<file path="src/rtl/fwd_scoreboard.sv">
// ID-stage forwarding scoreboard: shadows in-flight writer tags and resolves source operands
// by byte-merging matching results over regfile data, stalling on not-yet-ready producers.
module fwd_scoreboard #(
    parameter int unsigned NSTAGE = 4,
    parameter int unsigned NREAD  = 2,
    parameter int unsigned DW     = 32,
    parameter int unsigned AW     = 5,
    parameter int unsigned NKEEP  = 1
) (
    input  logic                  i_clk,
    input  logic                  i_resetn,
    input  logic                  i_flush,
    input  logic                  i_ds_valid,
    input  logic                  i_ds_go,
    input  logic [AW-1:0]         i_ds_dest,
    input  logic [DW/8-1:0]       i_ds_we,
    input  logic [NREAD-1:0]      i_rd_en,
    input  logic [NREAD*AW-1:0]   i_rd_addr,
    input  logic [NREAD*DW-1:0]   i_rf_rdata,
    input  logic [NSTAGE-1:0]     i_stage_adv,
    input  logic [NSTAGE-1:0]     i_stage_rdy,
    input  logic [NSTAGE*DW-1:0]  i_stage_result,
    output logic [NREAD*DW-1:0]   o_rd_value,
    output logic                  o_ds_stall,
    output logic [15:0]           o_stall_cnt
);

    localparam int unsigned NB = DW / 8;

    logic [NSTAGE-1:0] r_v;
    logic [AW-1:0]     r_dest [NSTAGE];
    logic [NB-1:0]     r_we   [NSTAGE];
    logic [15:0]       r_stall_cnt;

    logic [NSTAGE-1:0] w_v_d;
    logic [AW-1:0]     w_dest_d [NSTAGE];
    logic [NB-1:0]     w_we_d   [NSTAGE];
    logic              w_ds_accept;
    logic              w_stall;
    logic [NREAD*DW-1:0] w_rd_value;

    assign w_ds_accept = i_ds_go & ~w_stall;

    // Shadow pipeline next state; flush of the younger stages overrides both advance and issue.
    always_comb begin
        w_v_d = r_v;
        for (int k = 0; k < NSTAGE; k++) begin
            w_dest_d[k] = r_dest[k];
            w_we_d[k]   = r_we[k];
        end

        if (w_ds_accept) begin
            w_v_d[0]    = (|i_ds_we) && (i_ds_dest != '0);
            w_dest_d[0] = i_ds_dest;
            w_we_d[0]   = i_ds_we;
        end else if (i_stage_adv[0]) begin
            w_v_d[0] = 1'b0;
        end

        for (int k = 1; k < NSTAGE; k++) begin
            if (i_stage_adv[k-1]) begin
                w_v_d[k]    = r_v[k-1];
                w_dest_d[k] = r_dest[k-1];
                w_we_d[k]   = r_we[k-1];
            end else if (i_stage_adv[k]) begin
                w_v_d[k] = 1'b0;
            end
        end

        if (i_flush) begin
            for (int k = 0; k < NSTAGE - NKEEP; k++) begin
                w_v_d[k] = 1'b0;
            end
        end
    end

    // Walk oldest to youngest so the youngest matching writer owns each byte it enables.
    always_comb begin
        logic [DW-1:0] w_val;
        logic          w_match;
        w_stall    = 1'b0;
        w_rd_value = i_rf_rdata;
        for (int p = 0; p < NREAD; p++) begin
            w_val = i_rf_rdata[p*DW +: DW];
            for (int k = NSTAGE - 1; k >= 0; k--) begin
                w_match = i_rd_en[p] && (i_rd_addr[p*AW +: AW] != '0) && r_v[k] &&
                          (r_dest[k] == i_rd_addr[p*AW +: AW]);
                if (w_match) begin
                    for (int b = 0; b < NB; b++) begin
                        if (r_we[k][b]) begin
                            w_val[b*8 +: 8] = i_stage_result[k*DW + b*8 +: 8];
                        end
                    end
                    if (!i_stage_rdy[k]) begin
                        w_stall = i_ds_valid;
                    end
                end
            end
            w_rd_value[p*DW +: DW] = w_val;
        end
    end

    always_ff @(posedge i_clk or negedge i_resetn) begin
        if (!i_resetn) begin
            r_v         <= '0;
            r_stall_cnt <= '0;
            for (int k = 0; k < NSTAGE; k++) begin
                r_dest[k] <= '0;
                r_we[k]   <= '0;
            end
        end else begin
            r_v <= w_v_d;
            for (int k = 0; k < NSTAGE; k++) begin
                r_dest[k] <= w_dest_d[k];
                r_we[k]   <= w_we_d[k];
            end
            if (w_stall && (r_stall_cnt != 16'hFFFF)) begin
                r_stall_cnt <= r_stall_cnt + 16'd1;
            end
        end
    end

    assign o_rd_value  = w_rd_value;
    assign o_ds_stall  = w_stall;
    assign o_stall_cnt = r_stall_cnt;

    // Issuing into stage 0 while stalled is a pipeline-control bug upstream.
    a_go_while_stall : assert property (@(posedge i_clk) disable iff (!i_resetn)
                                        !(i_ds_go && w_stall));

endmodule
</file>
<file path="config.mk">
export PLATFORM = sky130hd
export DESIGN_NAME = fwd_scoreboard
export DESIGN_NICKNAME = d
export VERILOG_FILES = /design/src/rtl/fwd_scoreboard.sv
export SDC_FILE = /design/constraint.sdc
export NUM_CORES = 1
export LEC_CHECK = 0
export CAP_MARGIN = 20
export CORE_AREA = 2 2 121 123
export CTS_CLUSTER_DIAMETER = 50
export DETAILED_ROUTE_END_ITERATION = 7
export DIE_AREA = 0 0 123 125
export PLACE_DENSITY = 0.83
export SYNTH_ARGS = -nofsm -noshare
export SYNTH_HDL_FRONTEND = slang
export SYNTH_SLANG_ARGS = --single-unit
</file>
<file path="constraint.sdc">
create_clock -name i_clk -period 6.8 [get_ports i_clk]
set_input_delay 1.36 -clock i_clk [delete_from_list [all_inputs] [get_ports i_clk]]
set_output_delay 1.36 -clock i_clk [all_outputs]
set_load 0.02 [all_outputs]
</file>
==> metrics.txt <==
setup total negative slack=0 ns; Syn Nets=approximately 840; initial antenna violation count=0; Crit-path slowest cell=clkdlybuf4s50_1; Synth Register Bits=56; Final Setup Violations=0; status=finished clean; Worst-path clk slew=0.08 ns; Synth Area in XOR/XNOR=0.08646; hold crit path type=flop to flop; die area=15,380 um2; post-route cell area=around 9000 um2; share of the yosys chip area belonging to registers=0.2515; DP HPWL=17,470 um; routed vias=slightly below 6,000; nature of the critical path endpoint=output pin; Post-CTS Setup Inserts=0; Pwr Total=1.124 mW; all-layer global routing usage=0.2703; pre-CTS WS=about 0.6 ns; actual slew at the worst max-slew pin=1.054 ns; Iter 0 DRT Violations=between 300 and 400; layout cells sized above 1=0.1236; fin cells=1,082; CTS Buf Count=5; total clock sinks=between 50 and 60; CTS HTree Levels=2; Hold Worst Slack=0.5247 ns; CP startpoint kind=input port; DRC=0; first-pass GRT wire length=32,750 um; period utilization=0.9100; Post-CTS Hold Buffers=0; placed cell area=8727 um2; wire per inst=just over 20 um; Slew Limit Fails=0; Placed Instances=1,074; Clock Latency Late Sink=0.29 ns; DR pass1 iterations=5; PortBufs=306; Crit Path Max Fanout=8; Layout fillers=1,242; Leak=3.916 nW; IO Pins=307; fin util=0.6266; Crit Path Category=input port to output pin; post-synthesis adder-cell area fraction=0.002246; Total Wirelength=21,810 um; CTS tree=built; via/cell ratio=roughly 5.5; Final Critical Period=6.188 ns; final setup margin=0.6122 ns; Max Clk Rate=0.1616 GHz; chip width=123 um; Rel. slew slack=0.2920; largest family of logic cells by synthesized area=multiplexers; Post-CTS Resized=0; Starting Density=0.3923; Synth Area in Simple Gates=0.1433; Crit path largest cell delay=0.71 ns; Crit path top cell by count=clkdlybuf4s50_1; Synth Warn #=0; commonest non-fill, non-tap cell in the layout=clkdlybuf4s50_1; largest net degree at the start of global routing=between 50 and 60; Final Hold Vio Count=0; Yosys cell types=48; mux share of post-synthesis cell area=0.2630; CP Data Required Time=5.44 ns; vias in the first global route=5,835; global route overflow=0; row count=44; multi-input gate area in the final layout=3974 um2; Clock Tree Root=clkbuf_16; n_diodes=0; Storage cell area=about 1400 um2; most frequent cells in the layout=305 x clkdlybuf4s50_1, 65 x mux2i_1, 59 x mux2_2; Max Clock Skew=0.008520 ns; die height=125 um; Synth Area in Compound Gates=0.2183; critical-path cell list=clkdlybuf4s50_1 -> or4_4 -> o211ai_1 -> nor4_2 -> nand2_1 -> mux2_2 -> mux2i_1 -> o21ai_0 -> clkdlybuf4s50_1; Area growth syn-to-layout=59.74%; worst vdd ir=roughly 0.14 mV; Routed Antenna Nets=0; Synth Instances=608; Core Box Area=around 14,000 um2; CP arrival=about 4.8 ns; syn avg cell area=9.164 um2; RSZ-0062 raised after global routing=false; Final nets=roughly 1,100; Max Buffers Root-to-Sink=2; RD Place Congestion=0.9340; max-cap check violation count=0; Pwr Density=~130 nW/um2; Mapped Area=5572 um2
Yosys cell counts, drive strengths merged:
master,n,area (um2)
a21o,32,240.2
a21oi,38,190.2
a22o,32,280.3
a22oi,32,240.2
a41o,1,21.27
and2,8,50.05
and3,3,18.77
and4,1,8.760
buf,25,151.4
clkbuf,3,11.26
dfrtp,56,1401
ha,1,12.51
inv,9,33.78
mux2,69,814.5
mux2i,65,650.6
nand2,43,187.7
nand2b,1,6.260
nand3,6,30.03
nand4,8,50.05
nor2,47,186.4
nor3,13,85.08
nor3b,5,52.55
nor4,7,65.06
o211ai,1,7.510
o21ai,36,195.2
o21bai,4,41.29
or2,2,12.51
or3,1,6.260
or3b,1,8.760
or4,3,30.03
xnor2,40,350.3
xor2,15,131.4
logic make-up after synthesis:
family | count (synthesis)
compound gates | 176
simple gates | 149
mux | 134
flops | 56
xor+xnor | 55
buf+inv | 37
fa+ha+maj | 1
where the power goes:
part | total [mW] | internal (mW) | switching [mW]
sequential | 0.427 | 0.373 | 0.0538
combinational | 0.401 | 0.254 | 0.147
clock | 0.296 | 0.175 | 0.121
total | 1.12 | 0.802 | 0.322
critical path: cells and delay by family:
kind	cells	cell delay [ns]
AND/OR/NAND/NOR	3	1.23
AO/OA/AOI/OAI	2	0.51
buffers and inverters	2	1.33
multiplexers	2	0.39
final timing paths:
check	start	end	slack (ns)	cells after the start
min in group asynchronous	i_resetn	o_stall_cnt[1]	1.20	2
hold reg to reg	o_stall_cnt[15]	o_stall_cnt[15]	0.52	1
setup / recovery	i_rd_addr[2]	o_rd_value[8]	0.61	9
max in group asynchronous	i_resetn	r_v[3]	5.13	2
hold / removal	o_stall_cnt[15]	o_stall_cnt[15]	0.52	1
setup reg to reg	r_dest[7]	o_stall_cnt[1]	3.93	7
flip-flops by register name (all words and copies together), names as in the netlist:
name         count
r_dest          20
o_stall_cnt     16
r_we            16
r_v              4
metal layers:
metal / global-route usage / wire length [um] / up-vias
li1: - / - / 2835
met1: 0.3620 / 9105 / 2810
met2: 0.4504 / 10440 / 247
met3: 0.04881 / 1752 / 36
met4: 0.06484 / 515 / 0
met5: 0 / 0 / -
layout make-up:
| class | count | share of cell area |
|---|---|---|
| Clock buffer | 5 | 0.01406 |
| Clock inverter | 3 | 0.005342 |
| Sequential cell | 56 | 0.1575 |
| Tap cell | 184 | 0.02587 |
| Timing Repair Buffer | 310 | 0.3470 |
| Inverter | 9 | 0.003796 |
| Multi-Input combinational cell | 515 | 0.4465 |
Power figures use the tool's default switching activity.
